[src/rtl/mem_arb_pkg.sv]
`default_nettype none
// ============================================================================
// Module      : mem_arb_pkg
// Description : Shared constants for the RAM arbiter/sequencer.
// Revision    : 1.0 - initial release
// ============================================================================
package mem_arb_pkg;

    localparam int         c_STATE_W  = 2;
    localparam logic [1:0] c_ST_IDLE  = 2'd0;
    localparam logic [1:0] c_ST_ISSUE = 2'd1;
    localparam logic [1:0] c_ST_WAIT  = 2'd2;
    localparam logic [1:0] c_ST_DONE  = 2'd3;

    localparam logic OWN_CPU = 1'b0;
    localparam logic OWN_DBG = 1'b1;

    localparam int c_RAM_LAT_MIN = 1;
    localparam int c_RAM_LAT_MAX = 4;
    localparam int c_CNT_W       = 2;

endpackage
`default_nettype wire

[src/rtl/mem_arbiter_rr_arb2.sv]
`default_nettype none
// ============================================================================
// Module      : rr_arb2
// Description : Two-requester round-robin grant; last_grant is held by parent.
// Revision    : 1.0 - initial release
// ============================================================================
module rr_arb2
    import mem_arb_pkg::*;
(
    input  logic i_elig_cpu,
    input  logic i_elig_dbg,
    input  logic i_last_grant,
    output logic o_valid,
    output logic o_owner
);

    always_comb begin
        o_valid = i_elig_cpu | i_elig_dbg;
        o_owner = OWN_CPU;
        if (i_elig_cpu && i_elig_dbg) begin
            o_owner = ~i_last_grant;
        end else if (i_elig_dbg) begin
            o_owner = OWN_DBG;
        end
    end

endmodule
`default_nettype wire

[src/rtl/mem_arbiter.sv]
`default_nettype none
// ============================================================================
// Module      : mem_arbiter
// Description : Shares one synchronous RAM between the CPU and a debug port.
// Revision    : 1.0 - initial release
// ============================================================================
module mem_arbiter
    import mem_arb_pkg::*;
#(
    parameter int ADDR_W  = 10,
    parameter int DATA_W  = 32,
    parameter int RAM_LAT = 1
) (
    input  logic              clk,
    input  logic              rst,
    input  logic              cpu_req,
    input  logic              cpu_we,
    input  logic [31:0]       cpu_addr,
    input  logic [DATA_W-1:0] cpu_wdata,
    output logic [DATA_W-1:0] cpu_rdata,
    output logic              cpu_ready,
    input  logic              dbg_req,
    input  logic              dbg_we,
    input  logic [31:0]       dbg_addr,
    input  logic [DATA_W-1:0] dbg_wdata,
    output logic [DATA_W-1:0] dbg_rdata,
    output logic              dbg_ready,
    input  logic              dbg_hold,
    output logic [ADDR_W-1:0] ram_addr,
    output logic              ram_we,
    output logic [DATA_W-1:0] ram_din,
    input  logic [DATA_W-1:0] ram_dout,
    output logic              busy,
    output logic              owner
);

    // Out-of-range latencies are clamped to the supported window.
    localparam int c_LAT = (RAM_LAT < c_RAM_LAT_MIN) ? c_RAM_LAT_MIN :
                           (RAM_LAT > c_RAM_LAT_MAX) ? c_RAM_LAT_MAX : RAM_LAT;
    localparam logic [c_CNT_W-1:0] c_LAT_M1 = c_CNT_W'(c_LAT - 1);

    logic [c_STATE_W-1:0] r_state;
    logic [c_STATE_W-1:0] w_state_nxt;
    logic [c_CNT_W-1:0]   r_cnt;
    logic                 r_we;
    logic [ADDR_W-1:0]    r_addr;
    logic [DATA_W-1:0]    r_wdata;
    logic                 r_owner;
    logic                 r_last_grant;
    logic [DATA_W-1:0]    r_cpu_rdata;
    logic [DATA_W-1:0]    r_dbg_rdata;

    logic w_grant_valid;
    logic w_grant_owner;
    logic w_last_wait;
    logic w_unused_addr_bits;

    assign w_unused_addr_bits = ^{cpu_addr[31:ADDR_W+2], cpu_addr[1:0],
                                  dbg_addr[31:ADDR_W+2], dbg_addr[1:0]};

    rr_arb2 u_rr_arb2 (
        .i_elig_cpu   (cpu_req & ~dbg_hold),
        .i_elig_dbg   (dbg_req),
        .i_last_grant (r_last_grant),
        .o_valid      (w_grant_valid),
        .o_owner      (w_grant_owner)
    );

    assign w_last_wait = (r_state == c_ST_WAIT) && (r_cnt == c_LAT_M1);

    always_comb begin
        w_state_nxt = r_state;
        case (r_state)
            c_ST_IDLE:  if (w_grant_valid) w_state_nxt = c_ST_ISSUE;
            c_ST_ISSUE: w_state_nxt = c_ST_WAIT;
            c_ST_WAIT:  if (w_last_wait) w_state_nxt = c_ST_DONE;
            c_ST_DONE:  w_state_nxt = c_ST_IDLE;
            default:    w_state_nxt = c_ST_IDLE;
        endcase
    end

    always_ff @(posedge clk) begin
        if (rst) begin
            r_state      <= c_ST_IDLE;
            r_cnt        <= '0;
            r_we         <= 1'b0;
            r_addr       <= '0;
            r_wdata      <= '0;
            r_owner      <= OWN_CPU;
            r_last_grant <= OWN_DBG;
            r_cpu_rdata  <= '0;
            r_dbg_rdata  <= '0;
        end else begin
            r_state <= w_state_nxt;
            case (r_state)
                c_ST_IDLE: begin
                    if (w_grant_valid) begin
                        r_owner      <= w_grant_owner;
                        r_last_grant <= w_grant_owner;
                        if (w_grant_owner == OWN_DBG) begin
                            r_we    <= dbg_we;
                            r_addr  <= dbg_addr[ADDR_W+1:2];
                            r_wdata <= dbg_wdata;
                        end else begin
                            r_we    <= cpu_we;
                            r_addr  <= cpu_addr[ADDR_W+1:2];
                            r_wdata <= cpu_wdata;
                        end
                    end
                end
                c_ST_ISSUE: r_cnt <= '0;
                c_ST_WAIT: begin
                    r_cnt <= r_cnt + 1'b1;
                    // Read data lands only in the owning port's register.
                    if (w_last_wait && !r_we) begin
                        if (r_owner == OWN_DBG) r_dbg_rdata <= ram_dout;
                        else                    r_cpu_rdata <= ram_dout;
                    end
                end
                default: ;
            endcase
        end
    end

    assign ram_addr  = r_addr;
    assign ram_din   = r_wdata;
    assign ram_we    = (r_state == c_ST_ISSUE) && r_we;
    assign busy      = (r_state != c_ST_IDLE);
    assign owner     = r_owner;
    assign cpu_ready = (r_state == c_ST_DONE) && (r_owner == OWN_CPU);
    assign dbg_ready = (r_state == c_ST_DONE) && (r_owner == OWN_DBG);
    assign cpu_rdata = r_cpu_rdata;
    assign dbg_rdata = r_dbg_rdata;

endmodule
`default_nettype wire

[config.mk]
export PLATFORM = sky130hd
export DESIGN_NAME = mem_arbiter
export DESIGN_NICKNAME = d
export VERILOG_FILES = /design/src/rtl/mem_arb_pkg.sv /design/src/rtl/mem_arbiter_rr_arb2.sv /design/src/rtl/mem_arbiter.sv
export SDC_FILE = /design/constraint.sdc
export NUM_CORES = 1
export LEC_CHECK = 0
export ABC_AREA = 1
export BUFFER_PORTS_ARGS = -buffer_cell sky130_fd_sc_hd__buf_4
export CAP_MARGIN = 20
export CORE_MARGIN = 8
export CORE_UTILIZATION = 36
export DETAILED_ROUTE_END_ITERATION = 8
export HOLD_SLACK_MARGIN = 0.05
export PLACE_DENSITY_LB_ADDON = 0.15
export SYNTH_ARGS = -nofsm -noshare
export SYNTH_HDL_FRONTEND = slang
export SYNTH_SLANG_ARGS = --single-unit
[constraint.sdc]
create_clock -name clk -period 2.8 [get_ports clk]
set_input_delay 0.14 -clock clk [delete_from_list [all_inputs] [get_ports clk]]
set_output_delay 0.14 -clock clk [all_outputs]
set_load 0.01 [all_outputs]
==> results of run 1 <==
==> per-layer routing <==
metal  share of wire [%]  up-vias
met5                   0        -
met4                 1.3        0
met3                 9.3       16
met2                  47      180
met1                  43     2454
li1                    -     2819
==> final cells by class <==
cell class | instances | area share, %
Clock buffer | 27 | 6.20
Clock inverter | 5 | 0.605
Inverter | 101 | 4.61
Multi-Input combinational cell | 443 | 25.1
Sequential cell | 113 | 27.3
Tap cell | 180 | 2.72
Timing Repair Buffer | 335 | 33.5
==> critical path: cells and delay by family, from the launching register on <==
kind	cells	cell delay, ns
fa+ha+maj	1	0.26
compound gates	1	0.11
flops	1	0.32
simple gates	2	0.22
buf+inv	5	1.26
==> power by group through the flow <==
stage,combinational (W),sequential (W),clock [W]
after floorplan,0.00118,0.00242,0
after global placement,0.00232,0.00224,0
after detailed placement,0.00232,0.00226,0
after CTS,0.00255,0.00224,0.00209
after global routing,0.00282,0.00228,0.00215
final,0.00252,0.00224,0.00203
==> final timing paths <==
path | start | end | slack, ns | cells past startpoint
min reg2reg | dbg_rdata[15] | dbg_rdata[15] | 0.46 | 2
max reg2reg | r_state[0] | ram_din[11] | 0.52 | 9
min | dbg_wdata[30] | ram_din[30] | 0.07 | 5
max | r_state[0] | ram_din[11] | 0.52 | 9
==> sequential cells by signal (all words and copies together) (netlist names) <==
| name | count |
|---|---|
| r_we | 1 |
| cpu_rdata | 32 |
| ram_addr | 10 |
| ram_din | 32 |
| r_cnt | 2 |
| r_state | 2 |
| r_last_grant | 1 |
| owner | 1 |
| dbg_rdata | 32 |
==> cells by family after synthesis <==
kind of cell               count (synthesis)  synth area share, %
buffers and inverters                    146                 13.1
and+or+nand+nor                          323                 28.5
AOI/OAI and AO/OA                        115                 11.8
DFF                                      113                 45.3
adders and majority gates                  5                 1.25
==> placed cells by master, fill, tap and decap left out <==
master         instances
a21oi_4                1
o21ai_0                3
a211oi_1               1
inv_1                 97
clkbuf_16             17
nor2_4                 2
buf_12                 1
clkbuf_8               5
clkinv_2               4
dlygate4sd3_1         96
bufinv_16              1
inv_4                  1
nand2_1              161
a21oi_1               80
nand3_1               91
buf_4                238
nor2_1                46
nand2_2                1
nand4_4                1
ha_1                   5
dfxtp_1              113
o21ai_1               30
nand3_2                2
inv_2                  3
clkbuf_1               5
nor2_2                19
==> per-stage QoR <==
stage	power, W	cells	hold slack [ns]	util (%)	cell area, um^2
after floorplan	0.00359	702	0.266	-	4990
after global placement	0.00457	1076	0.374	49.2	6750
after detailed placement	0.00459	1076	0.380	49.2	6750
after CTS	0.00687	1204	0.0507	60.3	8270
after global routing	0.00725	1204	0.0770	60.3	8270
final	0.00679	1204	0.0665	60.3	8270
==> results.json, run 1 <==
{
  "yosys.area.top_type": "dfxtp_1",
  "drv_cap": 0,
  "yosysMostFrequentCell": "nand2_1",
  "slowest_stage": "dlygate4sd3_1",
  "synth_edf_count": 0,
  "place.gp.congestion": 0.723,
  "vias_per_cell": 4.54,
  "cpMostUsedCell": "inv_1",
  "fin_crit_ns": 2.28,
  "period_share_pct": 81.5,
  "cp_max_fo": 43,
  "setup_tns_ns": 0,
  "slew_headroom_pct": 37.8,
  "busiest_layer": "met2",
  "p_sw_w": 0.00228,
  "area_growth_pct": 65.8,
  "grt_max_degree": 47,
  "critPathMaxStageDelay_ns": 0.59,
  "met3_usage_pct": 8.43,
  "finClkSkew_ns": 0.00749,
  "port_buffers": 233,
  "cts.reportedPaths.clkPinSlew_ns": 0.05,
  "power.density_nw_per_um2": 820,
  "clock-root-buffer": "clkbuf_16",
  "drt-initial-drc-count": 234,
  "grt.met1_usage_pct": 21.9,
  "clock_latency_ns": 0.41,
  "rsz0062_at_grt": "no",
  "gr-usage-met2_pct": 30.7,
  "syn_nets": 874,
  "grt_usage_pct": 19.0,
  "combPwrFrac_pct": 37.2,
  "fill_cells": 1270,
  "setup_violations": 0,
  "p_leak_nw": 4.07,
  "cts_buffers": 17,
  "antennaDiodeCount": 0,
  "hold_buffers": 96,
  "netlist_instances": 702,
  "crit_chain": "inv_1 > ha_1 > inv_1 > a21oi_4 > buf_4 > nand3_1 > dlygate4sd3_1 > nand2_1 > inv_1",
  "core.rowCount": 43,
  "cts_num_sinks": 113,
  "synth_top_area_share_pct": 45.3,
  "start_util_pct": 36.4,
  "clk_path_buf_depth": 2,
  "required_ns": 3.11,
  "worstSetupStartpointType": "flip-flop",
  "p_int_w": 0.00451,
  "post_cts_buffers": 0,
  "clock.fmax_mhz": 438,
  "htreeDepth": 4,
  "fin_ws_ns": 0.517,
  "tightest_slew_ns": 0.930,
  "yosysSeqAreaShare_pct": 45.3,
  "seqPwrFrac_pct": 32.9,
  "dieArea_um2": 17900,
  "routedWlPerCell_um": 14.0,
  "drcViolationCount": 0,
  "synth_commonest_cells": "161 x nand2_1, 113 x dfxtp_1, 97 x inv_1",
  "drv_slew": 0,
  "drive_gt1_share_pct": 28.9,
  "netlist_area_um2": 4990,
  "tritoncts": "yes",
  "drtAntennaViolNets": 0,
  "core_area_um2": 13700,
  "grt_pass1_wl_um": 27400,
  "synth_flop_cell": "dfxtp_1",
  "critPathKind": "flip-flop to flip-flop",
  "final_nets": 1183,
  "pre_cts_ws_ns": 0.945,
  "ys_top_cells_by_area": "dfxtp_1 45%, nand2_1 12%, nand3_1 9.1%, a21oi_1 8.0%, inv_1 7.3%",
  "end_kind": "flip-flop",
  "synth-async-reset-ratio_pct": 0,
  "grt-ovfl-total": 0,
  "totalWireLength_um": 16800,
  "synth-seq-cells": 113,
  "seqCellArea_um2": 2260,
  "pwr-share-clk_pct": 29.9,
  "status": "finished clean",
  "multiInputGateArea_um2": 2070,
  "hold_violations": 0,
  "grt_pass1_vias": 5560,
  "vias": 5469,
  "cts_resized": 0,
  "ys_warn_count": 0,
  "place_hpwl_um": 11200,
  "die_h_um": 134,
  "irDropWorstVdd_v": 0.000470,
  "die_w_um": 134,
  "synth_cell_type_count": 23,
  "ios": 278,
  "antenna_found_initial": 0,
  "p_sw_share_pct": 33.6,
  "first_pass_iters": 4,
  "hold_path.class": "input port to flip-flop",
  "postSynthAreaPerCell_um2": 7.11,
  "crit_arrival_ns": 2.60
}
Note: power is estimated with default switching activity, not from simulation.
==> run 2: changes to the inputs <==
--- a/config.mk
+++ b/config.mk
@@ -5,7 +5,7 @@
 export SDC_FILE = /design/constraint.sdc
 export NUM_CORES = 1
 export LEC_CHECK = 0
-export ABC_AREA = 1
+export ABC_AREA = 0
 export BUFFER_PORTS_ARGS = -buffer_cell sky130_fd_sc_hd__buf_4
 export CAP_MARGIN = 20
 export CORE_MARGIN = 8
==> constraint.sdc (replaced) <==
create_clock -name clk -period 2.1 [get_ports clk]
set_input_delay 0.105 -clock clk [delete_from_list [all_inputs] [get_ports clk]]
set_output_delay 0.105 -clock clk [all_outputs]
set_load 0.01 [all_outputs]
==> run 2 against run 1 <==
Effect of this change:
- first-iteration DRC count rose by 6.0%
- clock skew grew 0.0016 ns
- utilization rose by 3.0 points
- maximum frequency rose by 33%
- setup slack lost 0.13 ns
- clock power increased by 49%
- area after synthesis decreased by 6.7%
- register-to-register slack got worse by 0.13 ns
- critical endpoint is now cpu_rdata[29]
==> results.json, run 2 <==
{
  "setup_tns_ns": 0,
  "tritoncts": "yes",
  "drv_cap": 0,
  "first_pass_iters": 5,
  "clock-root-buffer": "clkbuf_16",
  "postSynthAreaPerCell_um2": 8.21,
  "crit_chain": "inv_1 > ha_1 > nand2_1 > or3_1 > buf_4 > nand2_1 > a21oi_1",
  "synth_top_area_share_pct": 48.6,
  "slew_headroom_pct": 56.8,
  "drv_slew": 0,
  "core_area_um2": 12600,
  "drt-initial-drc-count": 248,
  "grt_pass1_vias": 5283,
  "grt_pass1_wl_um": 26200,
  "status": "finished clean",
  "netlist_area_um2": 4650,
  "ys_top_cells_by_area": "dfxtp_1 49%, nand2_1 14%, a21oi_1 12%, a211oi_2 11%, nor2_1 3.7%",
  "grt_max_degree": 53,
  "synth_edf_count": 0,
  "fin_ws_ns": 0.385,
  "drive_gt1_share_pct": 36.7,
  "rsz0062_at_grt": "no",
  "worstSetupStartpointType": "flip-flop",
  "die_h_um": 130,
  "hold_path.class": "input port to flip-flop",
  "irDropWorstVdd_v": 0.000669,
  "synth-seq-cells": 113,
  "cp_max_fo": 32,
  "place.gp.congestion": 0.791,
  "hold_violations": 0,
  "core.rowCount": 41,
  "synth_cell_type_count": 30,
  "setup_violations": 0,
  "place_hpwl_um": 11500,
  "required_ns": 2.38,
  "clock.fmax_mhz": 583,
  "cts_buffers": 17,
  "yosys.area.top_type": "dfxtp_1",
  "final_util_pct": 63.3,
  "synth-async-reset-ratio_pct": 0,
  "vias": 5084,
  "critPathKind": "flip-flop to flip-flop",
  "ys_warn_count": 0,
  "port_buffers": 233,
  "tightest_slew_ns": 0.646,
  "crit_arrival_ns": 2.00,
  "netlist_instances": 567,
  "syn_nets": 739,
  "grt_usage_pct": 19.6,
  "slowest_stage": "dfxtp_1",
  "p_total_w": 0.00880,
  "end_kind": "flip-flop",
  "drcViolationCount": 0,
  "yosysSeqAreaShare_pct": 48.6,
  "antenna_found_initial": 0,
  "cts.reportedPaths.clkPinSlew_ns": 0.05,
  "yosysMostFrequentCell": "nand2_1",
  "hold_slack_ns": 0.0632,
  "post_cts_buffers": 0,
  "die_w_um": 130,
  "cts_num_sinks": 113,
  "period_share_pct": 81.7,
  "power.density_nw_per_um2": 1100,
  "final_nets": 1039,
  "layout_common_cells": "246 x buf_4, 175 x nand2_1, 113 x dfxtp_1",
  "final_common_cell": "buf_4",
  "start_util_pct": 36.9,
  "htreeDepth": 4,
  "routedWlPerCell_um": 15.9,
  "totalWireLength_um": 16700,
  "dieArea_um2": 16800,
  "clk_path_buf_depth": 2,
  "vias_per_cell": 4.83,
  "p_leak_nw": 3.46,
  "cts_resized": 0,
  "finClkSkew_ns": 0.00906,
  "fin_crit_ns": 1.72,
  "grt-ovfl-total": 0,
  "ios": 278,
  "cpLargestDelayFamily": "simple AND/OR/NAND/NOR gates",
  "cpMostUsedCell": "nand2_1",
  "synth_flop_cell": "dfxtp_1",
  "drtAntennaViolNets": 0,
  "clock_latency_ns": 0.41,
  "synth_commonest_cells": "175 x nand2_1, 113 x dfxtp_1, 109 x a21oi_1",
  "critPathMaxStageDelay_ns": 0.33,
  "crit_buf_inv": 2,
  "pre_cts_ws_ns": 0.281,
  "area_growth_pct": 71.5
}
## run 2: changes by cell type after synthesis, moves of 4 or more
cell,previous run,this run
a211oi_2,0,40
a21oi_1,80,109
buf_2,10,23
buf_4,6,2
buf_6,9,3
inv_1,97,8
nand2_1,161,175
nand3_1,91,2
nor2_2,19,0
o21ai_1,30,0
## run 2: what timing repair did
action / in CTS / in global routing
setup endpoints to repair: 0 / 0
endpoints found under the hold margin: 107 / 0
hold buffers: 78 / 0
## run 2: per-stage QoR
| stage | area (um^2) | instances |
|---|---|---|
| after floorplan | 4650 | 567 |
| after global placement | 6550 | 941 |
| after detailed placement | 6550 | 941 |
| after CTS | 7950 | 1050 |
| after global routing | 7980 | 1051 |
| final | 7980 | 1052 |
## run 2: worst reg2reg max path: cells and delay by family (launching register included)
family	cells	cell delay, ns
and+or+nand+nor	3	0.61
buffers and inverters	2	0.34
DFF	1	0.33
AOI/OAI and AO/OA	1	0.07
adders and majority gates	1	0.24
## run 2: final timing paths
kind / depth (start not counted) / slack (ns) / to / from
worst max register to register: 7 / 0.38 / cpu_rdata[29] / r_state[0]
worst min-delay path: 3 / 0.06 / ram_din[12] / dbg_wdata[12]
worst min register to register: 2 / 0.45 / cpu_rdata[7] / cpu_rdata[7]
worst max-delay path: 7 / 0.38 / cpu_rdata[29] / r_state[0]
## run 2: metal layers
metal	up-vias	track usage, %	share of wire (%)
met5	-	0	0
met4	0	7.79	1.7
met3	21	7.87	9.6
met2	189	34.2	50
met1	2384	20.9	39
li1	2490	-	-
## run 2: final cells by class
class | instances | area (um^2)
clock buffers | 21 | 470
inverters | 8 | 30.0
multi-input cells | 400 | 2150
repair buffers | 327 | 2700
flip-flops and latches | 113 | 2260
fillers | 1054 | 4640
diodes | 1 | 2.50
well taps | 172 | 215
clock inverters | 10 | 158
## run 2: cells by family (layout without fill, tap and decap cells)
family	Yosys count	count (layout)	synth area share (%)
AO/OA/AOI/OAI	159	159	24.2
flip-flops	113	113	48.6
AND/OR/NAND/NOR	235	235	20.0
other	0	1	0
buffers and inverters	54	366	5.62
adder cells (fa/ha/maj)	5	5	1.34
multiplexers	1	1	0.215
## run 2: power by group
group          switching (W)  total (W)  internal, W
combinational        0.00159    0.00296      0.00138
sequential          0.000254    0.00281      0.00256
clock               0.000956    0.00302      0.00206
